--- src/rtl/mips_mc_controller.sv ---
// Multicycle MIPS control unit: Moore FSM decoded from IR opcode/funct,
// driving ALU op select, datapath mux selects and write strobes.
// Memory states stall on mem_ready_i; a saturating wait counter raises a
// sticky timeout flag after MEM_TIMEOUT wait cycles.
// Optional feature: define MC_CTRL_BNE_EN to decode bne (opcode 000101).
module mips_mc_controller #(
  parameter int MEM_TIMEOUT = 255
) (
  input  logic       clk_i,
  input  logic       rstn_i,
  input  logic [5:0] opcode_i,
  input  logic [5:0] funct_i,
  input  logic       zero_i,
  input  logic       mem_ready_i,
  output logic [2:0] alu_control_o,
  output logic       alu_src_a_o,
  output logic [1:0] alu_src_b_o,
  output logic [1:0] pc_src_o,
  output logic       i_or_d_o,
  output logic       mem_to_reg_o,
  output logic       reg_dst_o,
  output logic       ir_write_o,
  output logic       pc_write_o,
  output logic       reg_write_o,
  output logic       mem_write_o,
  output logic       illegal_o,
  output logic       timeout_o,
  output logic [3:0] state_o
);

  localparam int WW = $clog2(MEM_TIMEOUT + 1);

  localparam logic [5:0] OP_RTYPE = 6'b000000;
  localparam logic [5:0] OP_LW    = 6'b100011;
  localparam logic [5:0] OP_SW    = 6'b101011;
  localparam logic [5:0] OP_BEQ   = 6'b000100;
  localparam logic [5:0] OP_ADDI  = 6'b001000;
  localparam logic [5:0] OP_J     = 6'b000010;
`ifdef MC_CTRL_BNE_EN
  localparam logic [5:0] OP_BNE   = 6'b000101;
`endif

  typedef enum logic [3:0] {
    FETCH    = 4'd0,
    DECODE   = 4'd1,
    MEMADR   = 4'd2,
    MEMREAD  = 4'd3,
    MEMWB    = 4'd4,
    MEMWRITE = 4'd5,
    EXECUTE  = 4'd6,
    ALUWB    = 4'd7,
    BRANCH   = 4'd8,
    ADDIEXEC = 4'd9,
    ADDIWB   = 4'd10,
    JUMP     = 4'd11,
    BNE      = 4'd12
  } state_t;

  state_t        state_q, state_d;
  logic [WW-1:0] wait_q;
  logic          illegal_q, timeout_q;
  logic          illegal_d;
  logic          wait_st;
  logic          funct_ok;
  logic          irw, pw, rw, mw;

  // R-type functs we can execute; anything else is trapped in DECODE
  always_comb begin
    funct_ok = 1'b0;
    case (funct_i)
      6'b100000, 6'b100010, 6'b100100, 6'b100101, 6'b101010: funct_ok = 1'b1;
      default: funct_ok = 1'b0;
    endcase
  end

  // next-state and Moore outputs; strobes gated by inputs where noted
  always_comb begin
    state_d       = state_q;
    illegal_d     = 1'b0;
    wait_st       = 1'b0;
    alu_control_o = 3'b010;
    alu_src_a_o   = 1'b0;
    alu_src_b_o   = 2'b00;
    pc_src_o      = 2'b00;
    i_or_d_o      = 1'b0;
    mem_to_reg_o  = 1'b0;
    reg_dst_o     = 1'b0;
    irw           = 1'b0;
    pw            = 1'b0;
    rw            = 1'b0;
    mw            = 1'b0;
    case (state_q)
      FETCH: begin
        alu_src_b_o = 2'b01;
        irw         = mem_ready_i;
        wait_st     = 1'b1;
        if (mem_ready_i) state_d = DECODE;
      end
      DECODE: begin
        // PC <= PC+4 from FETCH while the ALU forms the branch target
        pw          = 1'b1;
        alu_src_b_o = 2'b11;
        case (opcode_i)
          OP_RTYPE: begin
            if (funct_ok) state_d = EXECUTE;
            else begin
              state_d   = FETCH;
              illegal_d = 1'b1;
            end
          end
          OP_LW, OP_SW: state_d = MEMADR;
          OP_BEQ:       state_d = BRANCH;
          OP_ADDI:      state_d = ADDIEXEC;
          OP_J:         state_d = JUMP;
`ifdef MC_CTRL_BNE_EN
          OP_BNE:       state_d = BNE;
`endif
          default: begin
            state_d   = FETCH;
            illegal_d = 1'b1;
          end
        endcase
      end
      MEMADR: begin
        alu_src_a_o = 1'b1;
        alu_src_b_o = 2'b10;
        state_d     = (opcode_i == OP_SW) ? MEMWRITE : MEMREAD;
      end
      MEMREAD: begin
        i_or_d_o = 1'b1;
        wait_st  = 1'b1;
        if (mem_ready_i) state_d = MEMWB;
      end
      MEMWB: begin
        rw           = 1'b1;
        mem_to_reg_o = 1'b1;
        state_d      = FETCH;
      end
      MEMWRITE: begin
        i_or_d_o = 1'b1;
        mw       = 1'b1;
        wait_st  = 1'b1;
        if (mem_ready_i) state_d = FETCH;
      end
      EXECUTE: begin
        alu_src_a_o = 1'b1;
        case (funct_i)
          6'b100010: alu_control_o = 3'b110;
          6'b100100: alu_control_o = 3'b000;
          6'b100101: alu_control_o = 3'b001;
          6'b101010: alu_control_o = 3'b111;
          default:   alu_control_o = 3'b010;
        endcase
        state_d = ALUWB;
      end
      ALUWB: begin
        rw        = 1'b1;
        reg_dst_o = 1'b1;
        state_d   = FETCH;
      end
      ADDIEXEC: begin
        alu_src_a_o = 1'b1;
        alu_src_b_o = 2'b10;
        state_d     = ADDIWB;
      end
      ADDIWB: begin
        rw      = 1'b1;
        state_d = FETCH;
      end
      BRANCH: begin
        alu_src_a_o   = 1'b1;
        alu_control_o = 3'b110;
        pw            = zero_i;
        state_d       = FETCH;
      end
`ifdef MC_CTRL_BNE_EN
      BNE: begin
        alu_src_a_o   = 1'b1;
        alu_control_o = 3'b110;
        pw            = ~zero_i;
        state_d       = FETCH;
      end
`endif
      JUMP: begin
        pc_src_o = 2'b10;
        pw       = 1'b1;
        state_d  = FETCH;
      end
      default: state_d = FETCH;
    endcase
  end

  // strobes must stay quiet while reset is held, even though FETCH gates on ready
  assign ir_write_o  = irw & rstn_i;
  assign pc_write_o  = pw  & rstn_i;
  assign reg_write_o = rw  & rstn_i;
  assign mem_write_o = mw  & rstn_i;
  assign illegal_o   = illegal_q;
  assign timeout_o   = timeout_q;
  assign state_o     = state_q;

  // state register, registered illegal pulse, wait counter and sticky timeout
  always_ff @(posedge clk_i or negedge rstn_i) begin
    if (!rstn_i) begin
      state_q   <= FETCH;
      illegal_q <= 1'b0;
      timeout_q <= 1'b0;
      wait_q    <= '0;
    end else begin
      state_q   <= state_d;
      illegal_q <= illegal_d;
      if (wait_st && !mem_ready_i) begin
        if (wait_q != WW'(MEM_TIMEOUT)) wait_q <= wait_q + 1'b1;
        // flag rises on the edge where the count reaches the limit
        if (wait_q >= WW'(MEM_TIMEOUT - 1)) timeout_q <= 1'b1;
      end else begin
        wait_q <= '0;
      end
    end
  end

endmodule

--- config.mk ---
export PLATFORM = sky130hd
export DESIGN_NAME = mips_mc_controller
export DESIGN_NICKNAME = d
export VERILOG_FILES = /design/src/rtl/mips_mc_controller.sv
export SDC_FILE = /design/constraint.sdc
export NUM_CORES = 1
export LEC_CHECK = 0
export ABC_CLOCK_PERIOD_IN_PS = 1900
export CORE_MARGIN = 3
export CORE_UTILIZATION = 45
export DETAILED_ROUTE_END_ITERATION = 6
export PLACE_DENSITY_LB_ADDON = 0.08
export SYNTH_ARGS = -nofsm -noshare
export SYNTH_HDL_FRONTEND = slang
export SYNTH_SLANG_ARGS = --single-unit
--- constraint.sdc ---
create_clock -name clk_i -period 1.9 [get_ports clk_i]
set_input_delay 0.285 -clock clk_i [delete_from_list [all_inputs] [get_ports clk_i]]
set_output_delay 0.285 -clock clk_i [all_outputs]
set_load 0.05 [all_outputs]
==> metrics.txt <==
run status finished clean; Post-CTS Hold Buffers 0; DR DRC count 0; Final HPWL DP 2380 um; clock tree skew after final layout 0.00279 ns; Buffers on Ports 35; #FFs+latches synth 14; total track usage 21.2%; clock buffer count from CTS 3; number of max-slew violations in the final report 0; area of the core 2300 um^2; Top-Level Pins 37; Post-Synthesis Cells 139; synthesized net count 157; per-instance average area after synthesis 8.08 um^2; static power due to leakage 0.000724 uW; DRC marker count from the first detailed-route iteration 22; TritonCTS clock tree done; routed wire length per instance 15.2 um; number of global-route vias before repair 1212; part of the Yosys area used for sequential elements 31.2%; Hold Path Class in -> async; vertical die dimension 56.0 um; initial antenna violation count 0; vias 1245; startpoint-to-endpoint class of the critical path reg -> out; final hold slack 0.455 ns; clock sink count 14; Clock Tree Buf Depth 2; Syn Std Cell Area 1120 um^2; first-pass GRT wire length 5400 um; detailed-routing iteration count for the pre-antenna-repair pass 4; root buffer cell clkbuf_4; maximum fanout encountered on the critical timing path 14; wirelength, routed 3230 um; via count normalized by instance count 5.87; global-route congestion overflow total 0; final number of hold-violating endpoints 0; Layout area overhead 64.3%; data arrival at the endpoint of the critical path 1.54 ns; areal power density over the cells 1230 nW/um^2; upper clock frequency limit 547 MHz; required arrival time at the worst endpoint 1.62 ns; pin count of the biggest net entering global routing 17; warnings from Yosys 0; # rows 17; Layout Utilization 80.3%; post-detailed-route count of antenna-violating nets 0; fraction of layout cells with a size suffix above 1 34.2%; maximum resistive drop on vdd 0.897 mV; worst-skew pair later-pin latency 0.28 ns; total number of H-tree levels 1; share of the cycle needed by the critical path after routing 96.1%; Slew headroom 66.8%; fin nets 203; actual slew at the worst max-slew pin 0.497 ns; minimum period implied by the final worst setup slack 1.83 ns; routability congestion estimate 0.823; antenna cell count 0; Max Cap Violations 0; initial cell density of the core 48.9%; category of the worst setup path capture point output pin; final count of negative-setup-slack endpoints 0; clock slew seen by the registers of the worst setup and hold paths 0.09 ns; Die W 56.0 um; sort of element at the start of the critical path register; # fillers 162; Netlist cell types 45; Die Area 3130 um^2
-- logic make-up (layout without fill, tap and decap cells) --
family	count (synthesis)	after routing	synth area share (%)
AOI/OAI and AO/OA	29	29	18.3
xor gates and xnor gates	6	6	4.68
adders and majority gates	3	3	3.12
buffers and inverters	13	58	4.79
DFF	14	14	31.2
muxes	3	3	2.67
other	1	1	0.334
and+or+nand+nor	70	70	35.0
-- per-layer routing --
metal	share of wire [%]	wire (um)	vias to the layer above	global-route usage, %
met5	0	0	-	0
met2	52	1680	42	37.9
met1	41	1310	595	24.8
met4	1.6	51	0	5.42
li1	-	-	602	-
met3	5.7	185	6	5.80
-- registers in the layout (all words and copies together), names as in the netlist --
name and cells:
timeout_o 1, illegal_o 1, wait_q 8, state_o 4
-- what timing repair did --
item	CTS	global route
endpoints found under the setup margin	2	3
gates cloned	0	0
setup buffers	4	0
endpoints found under the hold margin	0	0
pin swaps	3	1
resized for setup	3	6
-- layout make-up --
type	instances	area [um^2]	share of cell area [%]
Sequential cell	14	355	19.3
Multi-Input combinational cell	112	816	44.2
Timing Repair Buffer	51	592	32.1
Tap cell	28	35.0	1.90
Clock buffer	4	36.3	1.97
Inverter	3	11.3	0.610
-- final timing paths --
check | slack (ns) | startpoint | end | cells past startpoint
setup / recovery | 0.07 | state_o[1] | reg_write_o | 6
setup reg to reg | 0.22 | state_o[2] | wait_q[1] | 5
hold reg to reg | 0.49 | timeout_o | timeout_o | 1
min in group clk_i | 0.49 | timeout_o | timeout_o | 1
max in group asynchronous | 1.26 | rstn_i | state_o[2] | 2
hold / removal | 0.45 | rstn_i | state_o[0] | 2
-- synth_stat cells, drive strengths merged --
cell type	count	area, um^2
o31ai	2	15.0
maj3	1	10.0
a41oi	1	8.76
nor3	10	55.1
a21oi	6	30.0
o21a	1	7.51
nand2	9	33.8
and3	4	25.0
xor2	2	17.5
o2111a	1	11.3
dfrtp	14	350
inv	3	11.3
nor2	13	48.8
a21boi	1	7.51
a31o	1	8.76
mux2i	3	30.0
and2	1	7.51
clkbuf	8	30.0
or4	1	11.3
xnor2	4	35.0
nor4	2	12.5
o21bai	2	15.0
ha	2	25.0
a22oi	1	7.51
a32oi	2	17.5
a221o	2	20.0
conb	1	3.75
and4	1	8.76
buf	2	12.5
nand2b	5	31.3
nand3b	1	7.51
nand4	2	12.5
o21ai	4	20.0
nand4b	1	8.76
nor3b	6	45.0
nor2b	5	31.3
o2111ai	1	8.76
a31oi	2	12.5
nand3	6	30.0
or3	3	23.8
a211oi	2	15.0
-- stage by stage --
stage | setup TNS [ns] | setup slack, ns | area [um^2] | cells | power (uW)
floorplan | -0.00725 | -0.00725 | 1200 | 139 | 1360
global placement | 0 | 0.0158 | 1740 | 204 | 1920
detailed placement | -0.00140 | -0.00140 | 1740 | 204 | 1960
CTS | 0 | 0.0106 | 1820 | 212 | 2240
global route | -0.0290 | -0.0290 | 1850 | 212 | 2380
finish | 0 | 0.0734 | 1850 | 212 | 2270
-- power breakdown --
group,switching [uW],leakage (uW),internal (uW)
sequential,61.4,0.000182,358
combinational,938,0.000521,697
clock,99.6,0.0000210,117
-- worst max-delay path, cell delays in order, from the launching register on --
cell     delay [ns]
dfrtp_2        0.43
buf_6          0.16
nor2b_2        0.17
nor2_2         0.07
a22oi_1        0.18
nor2b_2        0.08
buf_12         0.15
-- cell usage in the layout, fill, tap and decap left out, drive strengths merged, types with 3 or more instances in the layout --
cell	count
a21oi	6
and3	4
buf	34
clkbuf	4
clkdlybuf4s50	17
dfrtp	14
inv	3
mux2i	3
nand2	9
nand2b	5
nand3	6
nor2	13
nor2b	5
nor3	10
nor3b	6
o21ai	4
or3	3
xnor2	4
No activity file was read; power rests on OpenSTA's default activity.
